[config.mk]
export PLATFORM = sky130hd
export DESIGN_NAME = scan_chain_ctl
export DESIGN_NICKNAME = d
export VERILOG_FILES = /design/src/rtl/scan_chain_ctl.sv
export SDC_FILE = /design/constraint.sdc
export NUM_CORES = 1
export LEC_CHECK = 0
export CORE_MARGIN = 3
export CORE_UTILIZATION = 38
export DETAILED_ROUTE_END_ITERATION = 6
export GPL_TIMING_DRIVEN = 0
export HOLD_SLACK_MARGIN = 0.05
export PLACE_DENSITY = 0.72
export SETUP_SLACK_MARGIN = 0.3
export SLEW_MARGIN = 20
export SYNTH_ARGS = -nofsm -noshare
export SYNTH_HDL_FRONTEND = slang
export SYNTH_SLANG_ARGS = --single-unit
[constraint.sdc]
create_clock -name ck -period 1.4 [get_ports ck]
set_input_delay 0.14 -clock ck [delete_from_list [all_inputs] [get_ports ck]]
set_output_delay 0.14 -clock ck [all_outputs]
set_load 0.02 [all_outputs]
[src/rtl/scan_chain_ctl.sv]
// scan_chain_ctl
//   Register bank plus serial scan controller feeding the D inputs of a row
//   of sff1-class flip-flops. In IDLE the bank captures d when func_en is
//   high. A scan_start pulse in IDLE runs exactly WIDTH right shifts: sdi
//   enters at the MSB and q[0] leaves on sdo. The block then spends one
//   cycle in DONE and returns to IDLE.
//
// Ports
//   ck          clock, rising edge
//   nrst        asynchronous active-low reset
//   d           functional parallel data
//   func_en     functional capture enable, sampled only in IDLE
//   scan_start  request one full WIDTH-bit shift, sampled only in IDLE
//   sdi         serial scan data in (enters q[WIDTH-1])
//   q           register bank contents
//   sdo         serial scan data out, combinational copy of q[0]
//   busy        high while shifting
//   done        one-cycle pulse after the last shift
module scan_chain_ctl #(
  parameter int WIDTH = 8,
  parameter int CNTW  = $clog2(WIDTH + 1)
) (
  input  logic             ck,
  input  logic             nrst,
  input  logic [WIDTH-1:0] d,
  input  logic             func_en,
  input  logic             scan_start,
  input  logic             sdi,
  output logic [WIDTH-1:0] q,
  output logic             sdo,
  output logic             busy,
  output logic             done
);

  typedef enum logic [1:0] {
    IDLE  = 2'b00,
    SHIFT = 2'b01,
    DONE  = 2'b10
  } state_t;

  state_t          state;
  state_t          state_nxt;
  logic [CNTW-1:0] cnt;
  logic            last_shift;

  // The counter holds the number of shifts already completed, so the edge
  // on which it equals WIDTH-1 performs the WIDTH-th shift.
  assign last_shift = (cnt == CNTW'(WIDTH - 1));

  // State register
  always_ff @(posedge ck or negedge nrst) begin
    if (!nrst) begin
      state <= IDLE;
    end else begin
      state <= state_nxt;
    end
  end

  // Next-state and Moore output decode
  always_comb begin
    state_nxt = state;
    busy      = 1'b0;
    done      = 1'b0;
    unique case (state)
      IDLE: begin
        if (scan_start) begin
          state_nxt = SHIFT;
        end
      end
      SHIFT: begin
        busy = 1'b1;
        if (last_shift) begin
          state_nxt = DONE;
        end
      end
      DONE: begin
        done      = 1'b1;
        state_nxt = IDLE;
      end
      default: begin
        state_nxt = IDLE;
      end
    endcase
  end

  // Shift counter: cleared when a scan is accepted, counts every shift edge.
  always_ff @(posedge ck or negedge nrst) begin
    if (!nrst) begin
      cnt <= '0;
    end else begin
      unique case (state)
        IDLE: begin
          if (scan_start) begin
            cnt <= '0;
          end
        end
        SHIFT: begin
          cnt <= cnt + CNTW'(1);
        end
        default: begin
          cnt <= cnt;
        end
      endcase
    end
  end

  // Register bank. scan_start wins over func_en in IDLE: the accepting edge
  // leaves q untouched so the first shift still sees the pre-scan contents.
  always_ff @(posedge ck or negedge nrst) begin
    if (!nrst) begin
      q <= '0;
    end else begin
      unique case (state)
        IDLE: begin
          if (!scan_start && func_en) begin
            q <= d;
          end
        end
        SHIFT: begin
          q <= {sdi, q[WIDTH-1:1]};
        end
        default: begin
          q <= q;
        end
      endcase
    end
  end

  assign sdo = q[0];

endmodule

; Yosys cells after proc, flatten, opt, wreduce, memory -nomap -nowiden
; Index checks and enable logic that the tools add are counted.
; W data, S select, Z words.
[totals]
reg_bits = 14
in_bits = 13
output_inout_bits = 11
wordCells = 26
[op_classes]
add_sub_neg = 1
n_eq_ne = 6
muxes = 9
n_reduce_logical = 7
[ops]
columns = op, count
row1 = $pmux W8 S2, 1
row2 = $mux W8, 1
row3 = $pmux W4 S2, 1
row4 = $ne A2 B2 Y1 const B, 3
row5 = $reduce_and A2 Y1, 3
row6 = $add A4 B1 Y4 const B, 1
row7 = $eq A4 B3 Y1 const B, 1
row8 = $mux W2, 2
row9 = $mux W4, 1
row10 = $pmux W2 S2, 1
row11 = $eq A2 B1 Y1 const B, 1
row12 = $eq A2 B2 Y1 const B, 1
row13 = $logic_not A2 Y1, 1
row14 = $mux W1, 2
row15 = $reduce_bool A2 Y1, 1
row16 = $logic_and A1 B1 Y1, 1
row17 = $logic_not A1 Y1, 1

; Depth between registers and ports, before layout
; Gate-level depths: netlist (run 1).
[depth]
ltp_word = 4
mapped_depth = 4
depth_no_buf = 4

; Least setup slack after synthesis (run 1)
; No wires, ideal clock.
[synth_path]
kind = reg2reg
start = register state[1]
end = register q[7]
setup_time_ns = 0.125
arrival_ns = 1.332
t_required_ns = 1.275
slack_ns = -0.057
stages_incl_launch_ff = 5
path_buffers = 0
period_less_slack_ns = 1.457
path_cell_list = dfrtp_1 > nand2b_4 > inv_2 > mux2_2 > mux2_2
[synth_via]
elab_chain_cells = 3
elab_cells_between_ends = 6
classes_between = eq/ne (2) / mux (1) / reduce/logical (3)
[synth_lines]
columns = item, line
row1 = from (decl), 41  ; state_t state;
row2 = from (signal assigned), 55  ; state <= state_nxt;
row3 = $eq A2 B1 Y1 / $logic_not A2 Y1 (equally long branches), 113  ; unique case (state)
row4 = $reduce_bool A2 Y1 (no source line) / $ne A2 B2 Y1 (equally long branches), --
row5 = $reduce_and A2 Y1 (no source line), --
row6 = to (signal assigned), 120  ; q <= {sdi, q[WIDTH-1:1]};
row7 = to (signal assigned), 123  ; q <= q;
row8 = to (decl), 29  ; output logic [WIDTH-1:0] q,
; Several ways; a longest one is shown, not always the timed one.
; A chain may end at the register's enable or synchronous reset.

; Worst setup path in the final report (run 1)
[layout_path]
start = register state[1]
end = register q[0]
; Same word-level chain as after synthesis.

==> results of run 1 <==
## layout by cell type, fill, tap and decap left out, drive strengths merged
cell type / synthesis / final
clkdlybuf4s50: 0 / 12
a21oi: 3 / 3
nor2: 1 / 1
nand2: 4 / 4
nand3: 2 / 2
nand2b: 2 / 2
nor3b: 1 / 1
buf: 1 / 20
ha: 1 / 1
inv: 3 / 4
nor2b: 1 / 1
o21ai: 2 / 2
o311ai: 1 / 1
clkbuf: 0 / 3
nor3: 1 / 1
a22o: 1 / 1
o21bai: 1 / 1
dfrtp: 14 / 14
mux2: 16 / 16
## cell usage after synthesis
cell / n
mux2_2: 16
dfrtp_1: 14
nand2_1: 4
a21oi_1: 2
inv_1: 2
nand3_1: 2
o21ai_0: 2
a21oi_2: 1
a22o_1: 1
buf_4: 1
ha_1: 1
inv_2: 1
nand2b_1: 1
nand2b_4: 1
nor2_1: 1
nor2b_1: 1
nor3_1: 1
nor3b_1: 1
o21bai_1: 1
o311ai_0: 1
## where the power goes
group	leakage [nW]	total, W	switching, W	internal, W
combinational	0.349	0.00185	0.000768	0.00108
sequential	0.164	0.000806	0.000188	0.000618
clock	0.0138	0.000230	0.000130	0.0000999
total	0.527	0.00288	0.00109	0.00180
## final timing paths
check / start / endpoint
min in group ck: q[3]$_DFFE_PN0P_ / q[3]$_DFFE_PN0P_
min reg2reg: q[3]$_DFFE_PN0P_ / q[3]$_DFFE_PN0P_
max: state[1]$_DFFE_PN0P_ / q[0]$_DFFE_PN0P_
min: nrst / q[0]$_DFFE_PN0P_
max reg2reg: state[1]$_DFFE_PN0P_ / q[0]$_DFFE_PN0P_
max in group asynchronous: nrst / state[0]$_DFFE_PN0P_
## flip-flops by register name, summed over array words and instances (netlist names)
name   flops
q          8
cnt        4
state      2
## through the flow
stage | utilization, % | hold WS, ns | TNS, ns
finish | 69.31 | 0.2501 | 0
detailed placement | 61.77 | 0.5013 | -2.191
CTS | 70.09 | 0.2693 | 0
global route | 69.31 | 0.3082 | 0
global placement | 61.77 | 0.4878 | -2.201
floorplan | - | -0.1556 | 0
## worst register-to-register path, stage by stage, from the launching register on
cell	delay, ns
dfrtp_2	0.42
nand2b_4	0.19
inv_4	0.10
mux2_4	0.29
mux2_4	0.25
## cells by family after synthesis
logic type	share of synthesized area, %
mux	26.37
flops	51.28
simple gates	9.889
compound gates	7.877
buf+inv	2.748
fa+ha+maj	1.831
## metal layers
layer  global-route usage [%]  vias up  share of wire (%)
met4                    9.005        0                2.9
met2                    24.54       24                 51
met1                    16.99      282                 39
li1                         -      266                  -
met5                        0        -                  0
met3                    3.988        5                7.4
## area by class of cell
cell class              count  area, µm²
plain buffers               1      11.26
multi-input cells          37      404.1
inverters                   3      18.77
repair buffers             31      259.0
clock buffers               3      22.52
repair inverters            1      6.256
flip-flops and latches     14      352.8
fillers                   124      489.2
well taps                  24      30.03
## what timing repair did
item | 4_1_cts | 5_1_grt
endpoints found under the hold margin | 0 | 0
gates resized for setup | 50 | 14
pin swaps | 3 | 2
buffers inserted | 7 | 1
endpoints found under the setup margin | 20 | 22
gates cloned | 1 | 0
==> metrics.yaml, run 1 <==
fin_skew_ns: 0.001198
antenna_found_initial: 0
grt_pass1_wl_um: 2697
final_nets: 106
netlist_area_um2: 683.2
core-area_um2: 1594
p_per_area_nw_per_um2: 2611
crit_top_cell: "mux2_4"
critPathKind: "flip-flop to flip-flop"
slew_headroom_pct: 57.08
status: "complete, no violations"
ys_types: 20
gp_congestion: 0.7685
required_ns: 1.57
die_x_um: 48.40
yosysSeqAreaShare_pct: 51.28
pre_cts_slack_ns: -0.2847
fmax_mhz: 736.8
grt_util_all_layers_pct: 14.80
via_count: 577
max_stage_delay_ns: 0.42
crit_slowest_cell: "dfrtp_2"
cts_hold_buffers: 0
fin_cells: 114
ys.warnings.count: 0
row_count: 14
r2r_cells: 4
syn_area_per_cell_um2: 12.42
die_h_um: 48.40
crit_chain: "nand2b_4 -> inv_4 -> mux2_4 -> mux2_4"
hold_path_class: "input pin to async pin"
port_buffers: 23
synthesis.nets: 69
design_area_um2: 1105
synth_top_area_share_pct: 51.28
area_growth_pct: 61.72
placed_cells: 102
slew_violations: 0
grt_setup_unrepaired: "true"
min_period_ns: 1.357
placed_area_um2: 984.7
viasPerCell: 5.061
crit_arrival_ns: 1.53
worstMarginPinSlew_ns: 0.6418
leakagePower_nw: 0.5265
cts_tree: "built"
post_drt_wl_per_cell_um: 13.71
path_delay_family: "multiplexers"
clk_latency_ns: 0.28
clockBufferDepth: 2
maxCapViolCount: 0
first_pass_iters: 1
crit_cells: 4
clock_sink_count: 14
path_max_fanout: 4
cts_made_buffers: 3
grt_pass1_vias: 624
final.period_utilization_pct: 96.94
cp-end-kind: "flip-flop"
syn_inst: 55
h-tree-depth: 1
setup_viol: 0
ff2ff_setup_slack_ns: 0.04
ir_worst_vdd_mv: 1.303
routed_wl_um: 1563
postLayoutSetupSlackWorst_ns: 0.04286
yosysTopAreaCell: "dfrtp_1"
io_pins: 24
start_kind: "flip-flop"
drive_above_1_share_pct: 54.44
drt-initial-drc-count: 0
cts_root_buf: "clkbuf_4"
power.total_w: 0.002884
path_buf_inv: 1
fp.dieArea_um2: 2343
antennaDiodeCount: 0
grt_start_max_net_pins: 15
drc: 0
ys_ff_latch: 14
clk_pin_slew_ns: 0.08
overflow: 0
finalHoldViolCount: 0
dp_hpwl_um: 976.5
start_util_pct: 42.86
synth.area.top_cells: "dfrtp_1 (51%), mux2_2 (26%), nand2_1 (2.2%), nand2b_4 (2.0%), ha_1 (1.8%)"
antenna_left: 0
No activity file was read; power rests on OpenSTA's default activity.
==> run 2: changes to the inputs <==
--- a/config.mk
+++ b/config.mk
@@ -16,3 +16,4 @@
 export SYNTH_ARGS = -nofsm -noshare
 export SYNTH_HDL_FRONTEND = slang
 export SYNTH_SLANG_ARGS = --single-unit
+export TNS_END_PERCENT = 20
==> metrics.yaml, run 2 (synthesized netlist as in run 1, its figures left out) <==
status: "complete, no violations"  # unchanged
routed_wl_um: 1450  # was 1563 µm
ir_worst_vdd_mv: 1.271  # was 1.303 mV
required_ns: 1.57  # about the same
final_core_util_pct: 67.19  # was 69.31%
switchingPower_w: 0.001008  # was 0.001086 W
placed_area_um2: 984.7  # unchanged
slew_violations: 0  # unchanged
start_kind: "flip-flop"  # unchanged
grt_setup_unrepaired: "true"  # unchanged
grt_pass1_vias: 604  # was 624
clockBufferDepth: 2  # unchanged
critPathKind: "flip-flop to flip-flop"  # unchanged
pwr-share-comb_pct: 62.1  # was 64.1%
core-area_um2: 1594  # unchanged
port_buffers: 23  # unchanged
io_pins: 24  # unchanged
crit_arrival_ns: 1.52  # was 1.53 ns
worstMarginPinSlew_ns: 0.6392  # was 0.6418 ns
largest_register_ffs: 8  # unchanged
r2r-end: "q[0]$_DFFE_PN0P_"  # unchanged
startpoint: "state[1]$_DFFE_PN0P_"  # unchanged
leakagePower_nw: 0.5092  # was 0.5265 nW
fin_cells: 112  # was 114
clock_sink_count: 14  # unchanged
first_pass_iters: 3  # was 1
area_growth_pct: 56.78  # was 61.72%
overflow: 0  # unchanged
multi_input_area_um2: 366.6  # was 404.1 µm²
drt-initial-drc-count: 2  # was 0
seqCellArea_um2: 352.8  # unchanged
finalHoldViolCount: 0  # unchanged
final.period_utilization_pct: 96.66  # was 96.94%
power.internal_w: 0.001696  # was 0.001798 W
pwr-share-seq_pct: 29.4  # was 27.9%
hold_path_class: "input pin to async pin"  # unchanged
post_drt_wl_per_cell_um: 12.95  # was 13.71 µm
placed_cells: 102  # unchanged
power.clock.fraction_pct: 8.5  # was 8.0%
start_util_pct: 42.86  # unchanged
top_register: "q"  # unchanged
cts_root_buf: "clkbuf_4"  # unchanged
drc: 0  # unchanged
gp_congestion: 0.7685  # unchanged
cts_tree: "built"  # unchanged
mostFrequentLayoutCells: "mux2_4 (12), dfrtp_1 (12), clkdlybuf4s50_1 (12)"  # was mux2_4 (13), dfrtp_1 (12), clkdlybuf4s50_1 (12)
setup_viol: 0  # unchanged
p_per_area_nw_per_um2: 2525  # was 2611 nW/µm²
r2r-start: "state[1]$_DFFE_PN0P_"  # unchanged
clk_latency_ns: 0.28  # about the same
fp.dieArea_um2: 2343  # unchanged
clk_pin_slew_ns: 0.08  # about the same
grt_util_all_layers_pct: 14.29  # was 14.80%
fmax_mhz: 739.0  # was 736.8 MHz
path_max_fanout: 4  # unchanged
h-tree-depth: 1  # unchanged
timing.hold.ws_ns: 0.2473  # was 0.2501 ns
cts_hold_buffers: 0  # unchanged
maxCapViolCount: 0  # unchanged
design_area_um2: 1071  # was 1105 µm²
drive_above_1_share_pct: 38.64  # was 54.44%
r2r_cells: 4  # unchanged
crit_end: "q[0]$_DFFE_PN0P_"  # unchanged
antenna_found_initial: 0  # unchanged
slew_headroom_pct: 57.25  # was 57.08%
grt_pass1_wl_um: 2608  # was 2697 µm
p_sw_share_pct: 37.27  # was 37.66%
fillCellCount: 120  # was 124
ff2ff_setup_slack_ns: 0.05  # was 0.04 ns
viasPerCell: 4.973  # was 5.061
final_nets: 104  # was 106
die_h_um: 48.40  # unchanged
min_period_ns: 1.353  # was 1.357 ns
cp-end-kind: "flip-flop"  # unchanged
top_regs: "q x8, cnt x4, state x2"  # unchanged
fin_skew_ns: 0.001262  # was 0.001198 ns
die_x_um: 48.40  # unchanged
antennaDiodeCount: 0  # unchanged
dp_hpwl_um: 976.5  # unchanged
antenna_left: 0  # unchanged
cts_made_buffers: 3  # unchanged
grt_start_max_net_pins: 15  # unchanged
row_count: 14  # unchanged
via_count: 557  # was 577
==> run 2: power by group through the flow <==
stage          Combinational [W]  Sequential, W  Clock (W)
6_report                 0.00168       0.000796   0.000230
4_1_cts                  0.00169       0.000793   0.000238
5_1_grt                  0.00179       0.000834   0.000251
2_1_floorplan           0.000925       0.000919          0
3_3_place_gp             0.00150       0.000795          0
3_5_place_dp             0.00152       0.000807          0
==> run 2: worst min-delay path by stage <==
stage,from,endpoint,slack (ns),depth (start not counted)
3_5_place_dp,cnt[3]$_DFFE_PN0P_,state[1]$_DFFE_PN0P_,0.50,1
4_1_cts,nrst,q[0]$_DFFE_PN0P_,0.27,1
6_report,nrst,cnt[2]$_DFFE_PN0P_,0.25,1
5_1_grt,nrst,q[0]$_DFFE_PN0P_,0.30,1
3_3_place_gp,cnt[3]$_DFFE_PN0P_,state[1]$_DFFE_PN0P_,0.49,1
2_1_floorplan,nrst,cnt[0]$_DFFE_PN0P_,-0.16,0
==> run 2: per-layer routing <==
metal  routed length (µm)  global-route usage (%)  vias to the layer above
li1                     -                       -                      262
met1                  650                   17.03                      268
met2                  684                   23.17                       24
met3                   85                   3.681                        3
met4                   30                   8.531                        0
met5                    0                       0                        -
==> run 2: area by class of cell <==
cell class	instances	share of cell area (%)
repair buffers	29	24.88
clock buffers	3	2.103
repair inverters	1	0.5841
plain buffers	1	0.7009
inverters	3	1.752
flip-flops and latches	14	32.94
well taps	24	2.804
multi-input cells	37	34.23
==> run 2: critical path, stage by stage, from the launching register on <==
cell,delay [ns]
dfrtp_2,0.41
nand2b_4,0.19
inv_4,0.10
mux2_4,0.29
mux2_4,0.25
==> run 2: timing repair <==
action,CTS,global route
setup buffers,6,0
setup endpoints to repair,20,24
gates cloned,1,0
gates resized for setup,23,0
pin swaps,1,0
==> run 2: through the flow <==
stage                     worst slack (ns)  total power (W)  TNS, ns
after floorplan                    0.04348         0.001844        0
after global placement             -0.2792         0.002295   -2.201
after detailed placement           -0.2847         0.002330   -2.191
after CTS                          0.04205         0.002723        0
after global routing              0.007734         0.002875        0
final                              0.04677         0.002704        0
